**src/rtl/imuldiv_mul_arbiter_pkg.sv**
```systemverilog
// Shared definitions for the two-port multiplier arbiter: FSM state encoding
// and port identifiers used for owner/priority tracking.
package imuldiv_mul_arbiter_pkg;

    typedef enum logic {
        STATE_IDLE = 1'b0,
        STATE_BUSY = 1'b1
    } state_e;

    localparam logic PORT0 = 1'b0;
    localparam logic PORT1 = 1'b1;

endpackage

```
**src/rtl/imuldiv_mul_arbiter_rr_picker.sv**
```systemverilog
// Combinational two-way round-robin picker; prio names the port that wins
// when both request in the same cycle.
module imuldiv_mul_arbiter_rr_picker
    import imuldiv_mul_arbiter_pkg::*;
(
    input  logic req0_val,
    input  logic req1_val,
    input  logic prio,
    output logic grant0,
    output logic grant1
);

    assign grant0 = req0_val & (~req1_val | (prio == PORT0));
    assign grant1 = req1_val & ~grant0;

endmodule

```
**src/rtl/imuldiv_mul_arbiter.sv**
```systemverilog
// Shares one single-outstanding iterative multiplier between two requesters;
// forward and return paths are combinational, so the arbiter adds no latency.
module imuldiv_mul_arbiter
    import imuldiv_mul_arbiter_pkg::*;
#(
    parameter int W_CNT = 16
) (
    input  logic             clk,
    input  logic             reset,

    input  logic [31:0]      req0_msg_a,
    input  logic [31:0]      req0_msg_b,
    input  logic             req0_val,
    output logic             req0_rdy,
    output logic [63:0]      resp0_msg_result,
    output logic             resp0_val,
    input  logic             resp0_rdy,

    input  logic [31:0]      req1_msg_a,
    input  logic [31:0]      req1_msg_b,
    input  logic             req1_val,
    output logic             req1_rdy,
    output logic [63:0]      resp1_msg_result,
    output logic             resp1_val,
    input  logic             resp1_rdy,

    output logic [31:0]      mulreq_msg_a,
    output logic [31:0]      mulreq_msg_b,
    output logic             mulreq_val,
    input  logic             mulreq_rdy,
    input  logic [63:0]      mulresp_msg_result,
    input  logic             mulresp_val,
    output logic             mulresp_rdy,

    output logic [W_CNT-1:0] grant_cnt0,
    output logic [W_CNT-1:0] grant_cnt1
);

    state_e           state;
    state_e           state_next;
    logic             owner;
    logic             prio;
    logic             grant0;
    logic             grant1;
    logic             issue;
    logic             resp_fire;
    logic [W_CNT-1:0] cnt0;
    logic [W_CNT-1:0] cnt1;

    imuldiv_mul_arbiter_rr_picker picker (
        .req0_val (req0_val),
        .req1_val (req1_val),
        .prio     (prio),
        .grant0   (grant0),
        .grant1   (grant1)
    );

    assign issue     = mulreq_val & mulreq_rdy;
    assign resp_fire = (state == STATE_BUSY) & mulresp_val & mulresp_rdy;

    always_ff @(posedge clk) begin
        if (reset) state <= STATE_IDLE;
        else       state <= state_next;
    end

    // A response handshake always lands in IDLE, so a request seen in the
    // same cycle waits one cycle before it can be granted.
    always_comb begin
        state_next = state;
        case (state)
            STATE_IDLE: if (issue)     state_next = STATE_BUSY;
            STATE_BUSY: if (resp_fire) state_next = STATE_IDLE;
            default:                   state_next = STATE_IDLE;
        endcase
    end

    always_comb begin
        mulreq_val  = 1'b0;
        req0_rdy    = 1'b0;
        req1_rdy    = 1'b0;
        resp0_val   = 1'b0;
        resp1_val   = 1'b0;
        mulresp_rdy = 1'b0;
        if (!reset) begin
            case (state)
                STATE_IDLE: begin
                    mulreq_val = req0_val | req1_val;
                    req0_rdy   = grant0 & mulreq_rdy;
                    req1_rdy   = grant1 & mulreq_rdy;
                end
                STATE_BUSY: begin
                    resp0_val   = mulresp_val & (owner == PORT0);
                    resp1_val   = mulresp_val & (owner == PORT1);
                    mulresp_rdy = (owner == PORT1) ? resp1_rdy : resp0_rdy;
                end
                default: ;
            endcase
        end
    end

    assign mulreq_msg_a     = grant1 ? req1_msg_a : req0_msg_a;
    assign mulreq_msg_b     = grant1 ? req1_msg_b : req0_msg_b;
    assign resp0_msg_result = mulresp_msg_result;
    assign resp1_msg_result = mulresp_msg_result;

    always_ff @(posedge clk) begin
        if (reset) begin
            owner <= PORT0;
            prio  <= PORT0;
            cnt0  <= '0;
            cnt1  <= '0;
        end else begin
            if (issue) begin
                owner <= grant1 ? PORT1 : PORT0;
                if (grant0 && cnt0 != '1) cnt0 <= cnt0 + W_CNT'(1);
                if (grant1 && cnt1 != '1) cnt1 <= cnt1 + W_CNT'(1);
            end
            // The port just served drops to low priority.
            if (resp_fire) prio <= ~owner;
        end
    end

    assign grant_cnt0 = cnt0;
    assign grant_cnt1 = cnt1;

endmodule

```
**config.mk**
```make
export PLATFORM = sky130hd
export DESIGN_NAME = imuldiv_mul_arbiter
export DESIGN_NICKNAME = d
export VERILOG_FILES = /design/src/rtl/imuldiv_mul_arbiter_pkg.sv /design/src/rtl/imuldiv_mul_arbiter_rr_picker.sv /design/src/rtl/imuldiv_mul_arbiter.sv
export SDC_FILE = /design/constraint.sdc
export NUM_CORES = 1
export LEC_CHECK = 0
export ABC_CLOCK_PERIOD_IN_PS = 1900
export BUFFER_PORTS_ARGS = -buffer_cell sky130_fd_sc_hd__buf_2
export CAP_MARGIN = 20
export CORE_AREA = 5 5 164 166
export DETAILED_ROUTE_END_ITERATION = 10
export DIE_AREA = 0 0 169 171
export PLACE_DENSITY = 0.49
export REMOVE_ABC_BUFFERS = 1
export SYNTH_ARGS = -nofsm -noshare
export SYNTH_HDL_FRONTEND = slang
export SYNTH_SLANG_ARGS = --single-unit
export TNS_END_PERCENT = 1
```
**constraint.sdc**
```tcl
create_clock -name clk -period 1.9 [get_ports clk]
set_input_delay 0.285 -clock clk [delete_from_list [all_inputs] [get_ports clk]]
set_output_delay 0.285 -clock clk [all_outputs]
set_load 0.02 [all_outputs]
```
==> metrics.log <==
[metrics] depth of the CTS H-tree: 2
[metrics] VDD IR max: 0.000278 V
[metrics] number of synthesized flops with an enable pin: 0
[metrics] commonest register cell after synthesis: dfxtp_1
[metrics] first-pass detailed-route iteration total: 4
[metrics] Power Total: 2.46 mW
[metrics] Storage cell area: 702 um2
[metrics] synth-to-layout area growth: 36.2%
[metrics] simple-gate share of the synthesized area: 19.6%
[metrics] clock period minus final worst setup slack: 1.96 ns
[metrics] unrepaired setup endpoints after global routing: yes
[metrics] Yosys warning total: 0
[metrics] violations in the final reports: setup timing
[metrics] number of global-route vias before repair: 4102
[metrics] Post-Synthesis Cells: 426
[metrics] xor/xnor cell area share of the yosys netlist: 0%
[metrics] Filler Cells Inserted: 2888
[metrics] I/O Buffers: 237
[metrics] gpl congestion: 0.936
[metrics] vias: 3843
[metrics] Top-Level Pins: 430
[metrics] WL final: 26400 um
[metrics] clk buf depth: 2
[metrics] power per unit of standard cell area: 493 nW/um2
[metrics] via count normalized by instance count: 4.23
[metrics] Net count, final: 774
[metrics] combinational family with the most area after synthesis: buffers and inverters
[metrics] CP required: 1.62 ns
[metrics] final routed DRC violation total: 0
[metrics] dominant cell type by area after synthesis: buf_4
[metrics] pin count of the biggest net entering global routing: 46
[metrics] CTS hold repair buffers: 0
[metrics] average wire per standard cell: 29.1 um
[metrics] total routing usage reported by global routing: 17.3%
[metrics] Row Count: 59
[metrics] number of CTS-inserted buffers: 5
[metrics] TritonCTS clock tree: done
[metrics] dominant cells by area after synthesis: buf_4 26%, mux2_2 21%, dfxtp_1 19%
[metrics] placeable core area: 25500 um2
[metrics] sum of overflow across all layers after global routing: 0
[metrics] global-route wire length before repair: 34900 um
[metrics] Vert. Die Dim: 171 um
[metrics] class of the worst hold path: primary input to register
[metrics] initial antenna violation count: 2
[metrics] portion of the post-synthesis area used by sequential elements: 19.1%
[metrics] P_leak: 2.29 nW
[metrics] number of DRC violations after detailed-routing iteration 0: 137
[metrics] starting density of the core: 14.4%
[metrics] number of synthesized register bits: 35
[metrics] worst-path fanout max: 16
[metrics] count of clock tree sinks: 35
[metrics] average footprint of a synthesized cell: 8.61 um2
[metrics] final clock skew: 0.00485 ns
[metrics] R2R depth: 7
[metrics] clock root buffer: clkbuf_16
[metrics] max cap viols: 0
[metrics] most common cell after layout, fill and taps aside: buf_2
[metrics] Hold Path Depth: 4
[metrics] fraction of layout instances using a drive strength above 1: 64.7%
[metrics] mapped cell area: 3670 um2
[metrics] worst relative slew slack: 64.9%
[metrics] clock latency at the later pin of the worst-skew pair: 0.28 ns
[metrics] worst slew pin tran: 0.523 ns
[metrics] top-area cell type share of the netlist area: 26.2%
[metrics] highest-count cells in the layout ignoring fill and taps: 216 x buf_2, 62 x mux2_2, 45 x buf_4
[metrics] floorplan die area: 28900 um2
[metrics] final worst path period share: 103%
[metrics] proportion of synthesized area in mux cells: 23.0%
[metrics] critical setup path kind: register to output port
[metrics] post-synthesis cell type count: 44
[metrics] arrival time reported for the critical path endpoint: 1.68 ns
[metrics] count of pins over their slew limit: 0
[metrics] clk slew on worst S/H paths: 0.06 ns
[metrics] Max Freq: 510 MHz
[metrics] final hold slack: 0.314 ns
[metrics] minimum setup slack in the final design: -0.0620 ns
[metrics] Post-DRT Antenna Nets: 0
[metrics] Post-synth ARST share: 0%
[metrics] CP startpoint kind: register
[metrics] endpoint class of the critical path: output port
[metrics] hold violation total from the final report: 0
[metrics] final-report setup violation count: 48
[metrics] total half-perimeter wirelength after legalization and detailed placement: 23400 um
[metrics] share of the synthesized area in compound gates (AO/OA/AOI/OAI): 8.60%
[metrics] adder-cell share of the synthesized area: 0.683%
[metrics] Die X-Extent: 169 um
[metrics] area of combinational cells with multiple inputs: 1960 um2
[metrics] run status: finished, violations left
## Yosys cell counts, drive strengths merged, types with 2 or more instances
master / instances
a21oi: 19
and3: 4
and4: 4
buf: 138
clkbuf: 5
dfxtp: 35
ha: 2
inv: 6
mux2: 74
nand2: 10
nand2b: 3
nand3: 11
nand3b: 2
nand4: 12
nor2: 18
nor2b: 13
nor3: 6
nor3b: 2
nor4: 11
o21ai: 8
o311ai: 3
o31ai: 13
o41ai: 3
or2: 2
or3: 2
or4: 13
## kinds of logic after synthesis
family                   Yosys count
AO/OA/AOI/OAI                     50
adder cells (fa/ha/maj)            2
buffers and inverters            149
flip-flops                        35
multiplexers                      75
AND/OR/NAND/NOR                  115
## state kept, by name (all words and copies together), names as in the netlist
signal and flops:
grant_cnt1 16, prio 1, state 1, owner 1, grant_cnt0 16
## what timing repair did
action | CTS | global route
buffers inserted | 2 | 0
resized for setup | 22 | 30
setup endpoints to repair | 66 | 66
pin swaps | 1 | 0
endpoints found under the hold margin | 0 | 0
gates cloned | 2 | 0
## per-stage QoR
step                setup TNS (ns)  setup WS, ns  cell area [um2]  util, %  cells
floorplan                   -46.97        -0.715             2620        -    283
global placement                 0        0.0454             4580     18.0    896
detailed placement               0        0.0528             4580     18.0    896
CTS                          -3.19       -0.0885             4890     19.2    908
global route                 -4.91        -0.123             4990     19.6    909
finish                       -1.79       -0.0620             4990     19.6    909
## routing by layer
layer | track usage (%) | routed length [um] | share of wire, % | vias to the layer above
met5 | 9.53 | 377 | 1.4 | -
met4 | 2.17 | 177 | 0.67 | 10
met3 | 16.5 | 5600 | 21 | 25
met2 | 26.5 | 11500 | 43 | 399
met1 | 17.0 | 8770 | 33 | 1703
li1 | - | - | - | 1706
## cell type report
type,instances,area share [%]
Inverter,6,0.451
Clock buffer,8,3.13
Sequential cell,35,14.1
Antenna cell,1,0.0501
Timing Repair Buffer,282,34.7
Tap cell,335,8.40
Multi-Input combinational cell,242,39.2
## power by group
part | internal, mW | switching (mW) | leakage, nW | total [mW]
logic | 0.407 | 0.414 | 1.93 | 0.822
registers | 0.740 | 0.00646 | 0.283 | 0.747
clock network | 0.559 | 0.333 | 0.0772 | 0.892
## path summary, 6_finish.rpt
path	start	to	slack, ns
max reg2reg	grant_cnt1[0]$_SDFFE_PP0P_	grant_cnt1[5]$_SDFFE_PP0P_	0.17
min reg2reg	grant_cnt0[15]$_SDFFE_PP0P_	grant_cnt0[15]$_SDFFE_PP0P_	0.51
min	resp1_rdy	prio$_SDFFE_PP0N_	0.31
max	prio$_SDFFE_PP0N_	mulreq_msg_a[7]	-0.06
## critical path, stage by stage, from the launching register on
cell and delay (ns):
dfxtp_2 0.33, nand2b_4 0.16, nand2_8 0.10, buf_12 0.14
buf_12 0.15, mux2_2 0.35, buf_4 0.16
Power figures use the tool's default switching activity.
